==> src/rtl/hazard_pkg.sv <==
// Shared types and defaults for the hazard scoreboard slice.
// Optional performance counters are enabled with the HAZARD_PERF_EN macro.
package hazard_pkg;

   localparam int NUM_SRC_DEF         = 2;
   localparam int NUM_REGS_DEF        = 32;
   localparam int REG_AW_DEF          = 5;
   localparam int MAX_OUTSTANDING_DEF = 4;

   // E-stage operand mux select
   typedef enum logic [1:0] {
      FWD_RF = 2'b00,
      FWD_W  = 2'b01,
      FWD_M  = 2'b10
   } fwdSel_e;

   // Width of a counter that must hold values 0..maxOut inclusive
   function automatic int cntWidth(input int maxOut);
      return $clog2(maxOut + 1);
   endfunction

endpackage

==> src/rtl/hazard_scoreboard_if.sv <==
// Pipeline <-> hazard unit signal bundle. The master side is the core
// pipeline (drives stage indices and enables), the slave side is the
// hazard scoreboard. With HAZARD_PERF_EN defined the perf counters are
// carried here as well.
interface hazard_scoreboard_if import hazard_pkg::*; #(
   parameter int NUM_SRC         = NUM_SRC_DEF,
   parameter int NUM_REGS        = NUM_REGS_DEF,
   parameter int REG_AW          = REG_AW_DEF,
   parameter int MAX_OUTSTANDING = MAX_OUTSTANDING_DEF
);
   localparam int CNT_W = cntWidth(MAX_OUTSTANDING);

   // D stage
   logic [NUM_SRC*REG_AW-1:0] RsD;
   logic [REG_AW-1:0]         RdD;
   logic                      RegWriteD;
   logic                      LongOpD;
   // E stage
   logic [NUM_SRC*REG_AW-1:0] RsE;
   logic [REG_AW-1:0]         RdE;
   logic                      PCSrcE;
   logic                      ResultSrcEb0;
   logic                      LongIssueE;
   // M / W stages
   logic [REG_AW-1:0]         RdM;
   logic [REG_AW-1:0]         RdW;
   logic                      RegWriteM;
   logic                      RegWriteW;
   // long-latency unit retirement
   logic                      CmplValid;
   logic [REG_AW-1:0]         CmplRd;
   // control back to the pipeline
   logic                      StallF;
   logic                      StallD;
   logic                      FlushD;
   logic                      FlushE;
   logic [NUM_SRC*2-1:0]      ForwardE;
   logic [NUM_REGS-1:0]       BusyRegs;
   logic [CNT_W-1:0]          OutstandingCnt;
`ifdef HAZARD_PERF_EN
   logic [31:0]               PerfLwStall;
   logic [31:0]               PerfSbStall;
   logic [31:0]               PerfFlush;
`endif

   modport master (
`ifdef HAZARD_PERF_EN
      input  PerfLwStall, PerfSbStall, PerfFlush,
`endif
      output RsD, RdD, RegWriteD, LongOpD,
      output RsE, RdE, PCSrcE, ResultSrcEb0, LongIssueE,
      output RdM, RdW, RegWriteM, RegWriteW,
      output CmplValid, CmplRd,
      input  StallF, StallD, FlushD, FlushE, ForwardE, BusyRegs, OutstandingCnt
   );

   modport slave (
`ifdef HAZARD_PERF_EN
      output PerfLwStall, PerfSbStall, PerfFlush,
`endif
      input  RsD, RdD, RegWriteD, LongOpD,
      input  RsE, RdE, PCSrcE, ResultSrcEb0, LongIssueE,
      input  RdM, RdW, RegWriteM, RegWriteW,
      input  CmplValid, CmplRd,
      output StallF, StallD, FlushD, FlushE, ForwardE, BusyRegs, OutstandingCnt
   );

endinterface

==> src/rtl/hazard_sb_regs.sv <==
// Registered scoreboard state: one busy bit per architectural register
// plus the count of long ops in flight. A same-cycle issue and
// completion to one register leaves it busy (the new op is younger).
// x0 is never marked busy, but an x0-targeted long op still occupies
// a slot in the outstanding count.
module hazard_sb_regs import hazard_pkg::*; #(
   parameter int NUM_REGS        = NUM_REGS_DEF,
   parameter int REG_AW          = REG_AW_DEF,
   parameter int MAX_OUTSTANDING = MAX_OUTSTANDING_DEF,
   localparam int CNT_W          = cntWidth(MAX_OUTSTANDING)
) (
   input  logic                clk,
   input  logic                rst_n,
   input  logic                issueValid,
   input  logic [REG_AW-1:0]   issueRd,
   input  logic                cmplValid,
   input  logic [REG_AW-1:0]   cmplRd,
   output logic [NUM_REGS-1:0] busyRegs,
   output logic [CNT_W-1:0]    outstandingCnt
);

   localparam logic [CNT_W-1:0] CNT_MAX = CNT_W'(MAX_OUTSTANDING);

   logic [NUM_REGS-1:0] busyNext;
   logic [CNT_W-1:0]    cntNext;

   // Next busy vector: clear on completion first so that a same-cycle issue wins
   always_comb begin
      busyNext = busyRegs;
      if (cmplValid) begin
         busyNext[cmplRd] = 1'b0;
      end
      if (issueValid && (issueRd != '0)) begin
         busyNext[issueRd] = 1'b1;
      end
      busyNext[0] = 1'b0;
   end

   // Next outstanding count: saturates at both ends instead of wrapping
   always_comb begin
      cntNext = outstandingCnt;
      if (issueValid && !cmplValid && (outstandingCnt != CNT_MAX)) begin
         cntNext = outstandingCnt + CNT_W'(1);
      end else if (cmplValid && !issueValid && (outstandingCnt != '0)) begin
         cntNext = outstandingCnt - CNT_W'(1);
      end
   end

   // State registers, cleared asynchronously together with the long unit
   always_ff @(posedge clk or negedge rst_n) begin
      if (!rst_n) begin
         busyRegs       <= '0;
         outstandingCnt <= '0;
      end else begin
         busyRegs       <= busyNext;
         outstandingCnt <= cntNext;
      end
   end

   // An issue into a full window means the stall logic was bypassed
   aOverflow : assert property (@(posedge clk) disable iff (!rst_n)
      !(issueValid && !cmplValid && (outstandingCnt == CNT_MAX)))
      else $error("hazard_sb_regs: long-op issue with counter at maximum");

   // A completion with nothing in flight means the long unit lost track
   aUnderflow : assert property (@(posedge clk) disable iff (!rst_n)
      !(cmplValid && !issueValid && (outstandingCnt == '0)))
      else $error("hazard_sb_regs: long-op completion with counter at zero");

   // x0 must never appear busy
   aX0Clear : assert property (@(posedge clk) disable iff (!rst_n)
      busyRegs[0] == 1'b0)
      else $error("hazard_sb_regs: busy bit set on x0");

endmodule

==> src/rtl/hazard_scoreboard.sv <==
// Hazard unit for the 5-stage core: M/W-to-E forwarding, load-use stall,
// branch flush, and a scoreboard that stalls D on registers still owned
// by in-flight long-latency ops (MUL/DIV) retiring out-of-band.
// Define HAZARD_PERF_EN to add saturating stall/flush perf counters.
module hazard_scoreboard import hazard_pkg::*; #(
   parameter int NUM_SRC         = NUM_SRC_DEF,
   parameter int NUM_REGS        = NUM_REGS_DEF,
   parameter int REG_AW          = REG_AW_DEF,
   parameter int MAX_OUTSTANDING = MAX_OUTSTANDING_DEF
) (
   input  logic                 clk,
   input  logic                 rst_n,
   hazard_scoreboard_if.slave   hz
);

   localparam int               CNT_W   = cntWidth(MAX_OUTSTANDING);
   localparam logic [CNT_W-1:0] CNT_MAX = CNT_W'(MAX_OUTSTANDING);

   logic [NUM_REGS-1:0]  busyRegs;
   logic [CNT_W-1:0]     outstandingCnt;
   logic [NUM_SRC*2-1:0] forwardSel;
   logic [REG_AW-1:0]    rsE;
   logic [REG_AW-1:0]    rsD;
   fwdSel_e              sel;
   logic                 lwHit;
   logic                 rawHit;
   logic                 wawHit;
   logic                 structHit;
   logic                 lwStall;
   logic                 sbStall;

   hazard_sb_regs #(
      .NUM_REGS        (NUM_REGS),
      .REG_AW          (REG_AW),
      .MAX_OUTSTANDING (MAX_OUTSTANDING)
   ) uSbRegs (
      .clk            (clk),
      .rst_n          (rst_n),
      .issueValid     (hz.LongIssueE),
      .issueRd        (hz.RdE),
      .cmplValid      (hz.CmplValid),
      .cmplRd         (hz.CmplRd),
      .busyRegs       (busyRegs),
      .outstandingCnt (outstandingCnt)
   );

   // Per-slot forward select; M is younger than W so it takes priority
   always_comb begin
      forwardSel = '0;
      rsE        = '0;
      sel        = FWD_RF;
      for (int i = 0; i < NUM_SRC; i++) begin
         rsE = hz.RsE[i*REG_AW +: REG_AW];
         if (rsE == '0) begin
            sel = FWD_RF;
         end else if (hz.RegWriteM && (rsE == hz.RdM)) begin
            sel = FWD_M;
         end else if (hz.RegWriteW && (rsE == hz.RdW)) begin
            sel = FWD_W;
         end else begin
            sel = FWD_RF;
         end
         forwardSel[i*2 +: 2] = sel;
      end
   end

   // D-stage stall sources; load-use deliberately includes x0 like the old unit
   always_comb begin
      lwHit  = 1'b0;
      rawHit = 1'b0;
      rsD    = '0;
      for (int i = 0; i < NUM_SRC; i++) begin
         rsD = hz.RsD[i*REG_AW +: REG_AW];
         if (rsD == hz.RdE) begin
            lwHit = 1'b1;
         end
         if ((rsD != '0) && busyRegs[rsD]) begin
            rawHit = 1'b1;
         end
      end
      wawHit    = hz.RegWriteD && (hz.RdD != '0) && busyRegs[hz.RdD];
      structHit = hz.LongOpD && (outstandingCnt == CNT_MAX);
      lwStall   = hz.ResultSrcEb0 && lwHit;
      sbStall   = rawHit || wawHit || structHit;
   end

   assign hz.StallF         = lwStall | sbStall;
   assign hz.StallD         = lwStall | sbStall;
   assign hz.FlushD         = hz.PCSrcE;
   assign hz.FlushE         = lwStall | sbStall | hz.PCSrcE;
   assign hz.ForwardE       = forwardSel;
   assign hz.BusyRegs       = busyRegs;
   assign hz.OutstandingCnt = outstandingCnt;

`ifdef HAZARD_PERF_EN
   logic [31:0] perfLwStall;
   logic [31:0] perfSbStall;
   logic [31:0] perfFlush;

   function automatic logic [31:0] satInc(input logic [31:0] value, input logic en);
      if (en && (value != 32'hFFFF_FFFF)) begin
         return value + 32'd1;
      end
      return value;
   endfunction

   // Event counters; a scoreboard stall hidden behind a load-use stall is not counted
   always_ff @(posedge clk or negedge rst_n) begin
      if (!rst_n) begin
         perfLwStall <= '0;
         perfSbStall <= '0;
         perfFlush   <= '0;
      end else begin
         perfLwStall <= satInc(perfLwStall, lwStall);
         perfSbStall <= satInc(perfSbStall, sbStall && !lwStall);
         perfFlush   <= satInc(perfFlush, hz.PCSrcE);
      end
   end

   assign hz.PerfLwStall = perfLwStall;
   assign hz.PerfSbStall = perfSbStall;
   assign hz.PerfFlush   = perfFlush;
`endif

endmodule

==> src/flat_wrapper.sv <==
// flat-port wrapper written by rule: the top's interface ports become plain ports
module hazard_scoreboard_flat import hazard_pkg::*;
#(
   parameter int NUM_SRC         = NUM_SRC_DEF,
   parameter int NUM_REGS        = NUM_REGS_DEF,
   parameter int REG_AW          = REG_AW_DEF,
   parameter int MAX_OUTSTANDING = MAX_OUTSTANDING_DEF
)
  (clk, rst_n, hz_RsD, hz_RdD, hz_RegWriteD, hz_LongOpD, hz_RsE, hz_RdE, hz_PCSrcE, hz_ResultSrcEb0, hz_LongIssueE, hz_RdM, hz_RdW, hz_RegWriteM, hz_RegWriteW, hz_CmplValid, hz_CmplRd, hz_StallF, hz_StallD, hz_FlushD, hz_FlushE, hz_ForwardE, hz_BusyRegs, hz_OutstandingCnt);
  hazard_scoreboard_if #(.NUM_SRC(NUM_SRC), .NUM_REGS(NUM_REGS), .REG_AW(REG_AW), .MAX_OUTSTANDING(MAX_OUTSTANDING)) hz_i ();
  input  logic clk;
  input  logic rst_n;
  input wire logic [$bits(hz_i.RsD)-1:0] hz_RsD;
  input wire logic [$bits(hz_i.RdD)-1:0] hz_RdD;
  input wire logic [$bits(hz_i.RegWriteD)-1:0] hz_RegWriteD;
  input wire logic [$bits(hz_i.LongOpD)-1:0] hz_LongOpD;
  input wire logic [$bits(hz_i.RsE)-1:0] hz_RsE;
  input wire logic [$bits(hz_i.RdE)-1:0] hz_RdE;
  input wire logic [$bits(hz_i.PCSrcE)-1:0] hz_PCSrcE;
  input wire logic [$bits(hz_i.ResultSrcEb0)-1:0] hz_ResultSrcEb0;
  input wire logic [$bits(hz_i.LongIssueE)-1:0] hz_LongIssueE;
  input wire logic [$bits(hz_i.RdM)-1:0] hz_RdM;
  input wire logic [$bits(hz_i.RdW)-1:0] hz_RdW;
  input wire logic [$bits(hz_i.RegWriteM)-1:0] hz_RegWriteM;
  input wire logic [$bits(hz_i.RegWriteW)-1:0] hz_RegWriteW;
  input wire logic [$bits(hz_i.CmplValid)-1:0] hz_CmplValid;
  input wire logic [$bits(hz_i.CmplRd)-1:0] hz_CmplRd;
  output wire logic [$bits(hz_i.StallF)-1:0] hz_StallF;
  output wire logic [$bits(hz_i.StallD)-1:0] hz_StallD;
  output wire logic [$bits(hz_i.FlushD)-1:0] hz_FlushD;
  output wire logic [$bits(hz_i.FlushE)-1:0] hz_FlushE;
  output wire logic [$bits(hz_i.ForwardE)-1:0] hz_ForwardE;
  output wire logic [$bits(hz_i.BusyRegs)-1:0] hz_BusyRegs;
  output wire logic [$bits(hz_i.OutstandingCnt)-1:0] hz_OutstandingCnt;
  assign hz_i.RsD = hz_RsD;
  assign hz_i.RdD = hz_RdD;
  assign hz_i.RegWriteD = hz_RegWriteD;
  assign hz_i.LongOpD = hz_LongOpD;
  assign hz_i.RsE = hz_RsE;
  assign hz_i.RdE = hz_RdE;
  assign hz_i.PCSrcE = hz_PCSrcE;
  assign hz_i.ResultSrcEb0 = hz_ResultSrcEb0;
  assign hz_i.LongIssueE = hz_LongIssueE;
  assign hz_i.RdM = hz_RdM;
  assign hz_i.RdW = hz_RdW;
  assign hz_i.RegWriteM = hz_RegWriteM;
  assign hz_i.RegWriteW = hz_RegWriteW;
  assign hz_i.CmplValid = hz_CmplValid;
  assign hz_i.CmplRd = hz_CmplRd;
  assign hz_StallF = hz_i.StallF;
  assign hz_StallD = hz_i.StallD;
  assign hz_FlushD = hz_i.FlushD;
  assign hz_FlushE = hz_i.FlushE;
  assign hz_ForwardE = hz_i.ForwardE;
  assign hz_BusyRegs = hz_i.BusyRegs;
  assign hz_OutstandingCnt = hz_i.OutstandingCnt;
  hazard_scoreboard #(.NUM_SRC(NUM_SRC), .NUM_REGS(NUM_REGS), .REG_AW(REG_AW), .MAX_OUTSTANDING(MAX_OUTSTANDING)) u_core (.clk(clk), .rst_n(rst_n), .hz(hz_i));
endmodule
==> config.mk <==
export PLATFORM = sky130hd
export DESIGN_NAME = hazard_scoreboard_flat
export DESIGN_NICKNAME = d
export VERILOG_FILES = /design/src/rtl/hazard_pkg.sv /design/src/rtl/hazard_scoreboard_if.sv /design/src/rtl/hazard_sb_regs.sv /design/src/rtl/hazard_scoreboard.sv /design/src/flat_wrapper.sv
export SDC_FILE = /design/constraint.sdc
export NUM_CORES = 1
export LEC_CHECK = 0
export CORE_ASPECT_RATIO = 0.9
export CORE_MARGIN = 2
export CORE_UTILIZATION = 50
export CTS_CLUSTER_DIAMETER = 40
export DETAILED_ROUTE_END_ITERATION = 7
export MAX_ROUTING_LAYER = met4
export PLACE_DENSITY = 0.94
export SYNTH_ARGS = -nofsm -noshare
export SYNTH_HDL_FRONTEND = slang
export SYNTH_SLANG_ARGS = --single-unit
==> constraint.sdc <==
create_clock -name clk -period 3.77 [get_ports clk]
set_input_delay 0.754 -clock clk [delete_from_list [all_inputs] [get_ports clk]]
set_output_delay 0.754 -clock clk [all_outputs]
set_load 0.005 [all_outputs]
==> results of run 1 <==
-- logic make-up (layout without fill, tap and decap cells) --
family / Yosys count / in the layout / share of synthesized area
flops: 34 / 34 / 0.300
xor+xnor: 31 / 31 / 0.0958
buf+inv: 24 / 130 / 0.0433
mux: 31 / 31 / 0.177
other cells: 1 / 1 / 0.00132
fa+ha+maj: 1 / 1 / 0.00707
compound gates: 87 / 87 / 0.173
simple gates: 98 / 98 / 0.202
-- worst max path at each step --
stage                 to  slack, ns  depth (start not counted)
2_1_floorplan  hz_StallF       0.74                          8
3_3_place_gp   hz_StallF      -0.07                          8
3_5_place_dp   hz_StallF      -0.11                          8
4_1_cts        hz_StallF     -0.007                          8
5_1_grt        hz_FlushE       0.01                          7
6_report       hz_FlushE       0.10                          7
-- critical path, cell delays in order --
cell,delay (ns)
clkdlybuf4s50_1,0.50
mux2_2,0.35
a221oi_1,0.33
a2111oi_2,0.10
nor4_2,0.30
nand4b_1,0.12
clkdlybuf4s50_1,0.46
-- stage by stage --
stage / setup slack (ns) / setup TNS [ns] / hold WS, ns / std cells / area, um2
6_report: 0.101 / 0 / 0.613 / 480 / 4080
5_1_grt: 0.0115 / 0 / 0.661 / 480 / 4080
4_1_cts: -0.00676 / -0.0118 / 0.616 / 479 / 4060
3_5_place_dp: -0.110 / -0.302 / 0.605 / 472 / 3930
3_3_place_gp: -0.0707 / -0.192 / 0.580 / 472 / 3930
2_1_floorplan: 0.743 / 0 / 0.458 / 307 / 2830
-- power by group through the flow --
stage	registers [mW]	logic, mW	clock network [mW]
floorplan	0.565	0.355	0
global placement	0.627	0.688	0
detailed placement	0.637	0.725	0
CTS	0.634	0.740	0.345
global route	0.654	0.802	0.361
finish	0.650	0.752	0.345
-- repair_timing --
action	CTS	global route
gates resized for setup	8	6
endpoints found under the setup margin	3	3
pin swaps	2	2
buffers inserted	0	1
-- layout make-up --
class                   count  area [um2]
multi-input cells         249        1880
fillers                   361        1270
repair buffers            118        1140
flip-flops and latches     34         851
well taps                  67        83.8
clock buffers               6        82.6
clock inverters             1        30.0
inverters                   5        18.8
-- registers in the layout (all words and copies together), names as in the netlist --
| name | flops |
|---|---|
| u_core.uSbRegs.busyRegs | 31 |
| u_core.uSbRegs.outstandingCnt | 3 |
-- cell usage after synthesis (2+ instances only) --
| cell type | count | area share |
|---|---|---|
| nand4_1 | 3 | 0.0066 |
| buf_2 | 5 | 0.0088 |
| nand3b_1 | 13 | 0.034 |
| and3_1 | 2 | 0.0044 |
| buf_6 | 2 | 0.0079 |
| xor2_1 | 19 | 0.059 |
| nand2_1 | 12 | 0.016 |
| inv_1 | 5 | 0.0066 |
| mux4_1 | 3 | 0.028 |
| nor2_1 | 15 | 0.020 |
| nand2b_1 | 3 | 0.0066 |
| mux4_2 | 11 | 0.087 |
| nand4b_1 | 3 | 0.0093 |
| o21ai_0 | 64 | 0.11 |
| a221oi_1 | 2 | 0.0062 |
| clkbuf_1 | 9 | 0.012 |
| a21oi_1 | 5 | 0.0088 |
| nor3_1 | 4 | 0.0071 |
| dfrtp_1 | 34 | 0.30 |
| nor4_1 | 8 | 0.018 |
| o22ai_1 | 5 | 0.011 |
| a2111oi_0 | 3 | 0.0093 |
| mux2_2 | 4 | 0.016 |
| or3b_2 | 4 | 0.012 |
| o31ai_1 | 2 | 0.0053 |
| buf_4 | 3 | 0.0079 |
| nor3b_1 | 4 | 0.011 |
| nand3_1 | 13 | 0.023 |
| mux2i_1 | 13 | 0.046 |
| or3_1 | 3 | 0.0066 |
| xnor2_1 | 12 | 0.037 |
| nor2b_1 | 7 | 0.015 |
-- routing by layer --
| layer | part of all wire | routed length [um] | up-vias |
|---|---|---|---|
| li1 | - | - | 1367 |
| met1 | 0.37 | 4030 | 1594 |
| met2 | 0.48 | 5110 | 280 |
| met3 | 0.11 | 1180 | 63 |
| met4 | 0.040 | 433 | 0 |
| met5 | 0 | 0 | - |
==> out/summary.txt, run 1 <==
outcome -> complete, no violations
diode count -> 0
RePlAce Congestion -> 0.940
die area -> 6280 um2
r2r startpoint -> u_core.uSbRegs.outstandingCnt[0]
dpl hpwl -> 8000 um
Syn Nets -> 363
logic gate share of total power -> 0.430
most frequent cells in the layout -> clkdlybuf4s50_1, o21ai_0, dfrtp_1, buf_4, xor2_1
Hold EP -> u_core.uSbRegs.outstandingCnt[0]
Hold Buf Count CTS -> 0
die width -> 83.3 um
first-pass GRT wire length -> 16900 um
Final Routed Wirelength -> 10800 um
Clock transition at path regs -> 0.06 ns
CTS Buffer Depth -> 2
CP Capture Type -> output port
port bufs -> 96
final clock skew -> 0.000167 ns
Clock Tree Root -> clkbuf_8
Req. time, crit path -> 3.02 ns
M2 GR Usage -> 0.598
Synth Cell Area -> 2830 um2
final hold viol count -> 0
GRT Overall Usage -> 0.355
syn_area_per_cell -> 9.23 um2
Crit Path Category -> input port to output port
initial antenna violation count -> 0
fin util -> 0.763
most common cell after layout, fill and taps aside -> clkdlybuf4s50_1
Die H -> 75.4 um
Hold Path Cell Cnt -> 1
ys flop type -> dfrtp_1
routed length per instance -> 22.4 um
Clock Power Share -> 0.197
Synth warnings -> 0
Slew Viols, Final -> 0
switching share of power -> 0.363
GRT met1 Usage -> 0.422
worst-case reg-to-reg path depth -> 6
fmax -> 0.273 GHz
crit path from -> hz_RsD[2]
Seq/Total Area, Yosys -> 0.300
RSZ-0062 raised after global routing -> no
drt initial violations -> 360
critical path arrival -> 2.91 ns
crit share post-route -> 0.973
min Tclk post-route -> 3.67 ns
TritonCTS clock tree -> done
clk_lat worst skew -> 0.29 ns
global route overflow -> 0
H-tree Lvls -> 2
Pre-antenna DRT Iters -> 5
fraction of layout cells with a size suffix above 1 -> 0.133
Setup violations, final -> 0
vias in the first global route -> 3361
Power Internal -> 1.11 mW
antenna-violating nets left -> 0
Layout Nets -> 469
worst-path maximum fanout -> 2
largest net degree at the start of global routing -> 35
number of enable flip-flop cells after synthesis -> 0
HP Class -> register to register
Gate Count Post-Synth -> 307
P&R area growth vs syn -> 44.1%
Synth Register Bits -> 34
register share of total power -> 0.372
Via density -> 6.88
row count -> 25
Critical R2R Capture -> u_core.uSbRegs.outstandingCnt[2]
Yosys cell types -> 44
met3 Use GR -> 0.0639
DRC errors left -> 0
hold path start -> u_core.uSbRegs.outstandingCnt[0]
total power -> 1.75 mW
gr busiest metal -> met2
Post-synth ARST share -> 1.00
max_cap viols -> 0
routed vias -> 3304
flop-to-flop setup slack -> 1.95 ns
initial core utilization -> 0.530
clock sink count -> 34
num ports -> 98
VDD IR max -> 0.385 mV
Pwr Density -> 428 nW/um2
core area -> 5350 um2
LEAKAGE -> 1.59 nW
startpoint types -> input port
cts bufs inserted -> 5
Net Sw Power -> 634 uW
No activity file was read; power rests on OpenSTA's default activity.
==> inputs of run 2 (changes only) <==
--- a/config.mk
+++ b/config.mk
@@ -10,6 +10,7 @@
 export CORE_UTILIZATION = 50
 export CTS_CLUSTER_DIAMETER = 40
 export DETAILED_ROUTE_END_ITERATION = 7
+export GPL_TIMING_DRIVEN = 1
 export MAX_ROUTING_LAYER = met4
 export PLACE_DENSITY = 0.94
 export SYNTH_ARGS = -nofsm -noshare
==> results of run 2 <==
Same layout as run 1: the final DEF is identical, and so are final timing and power.
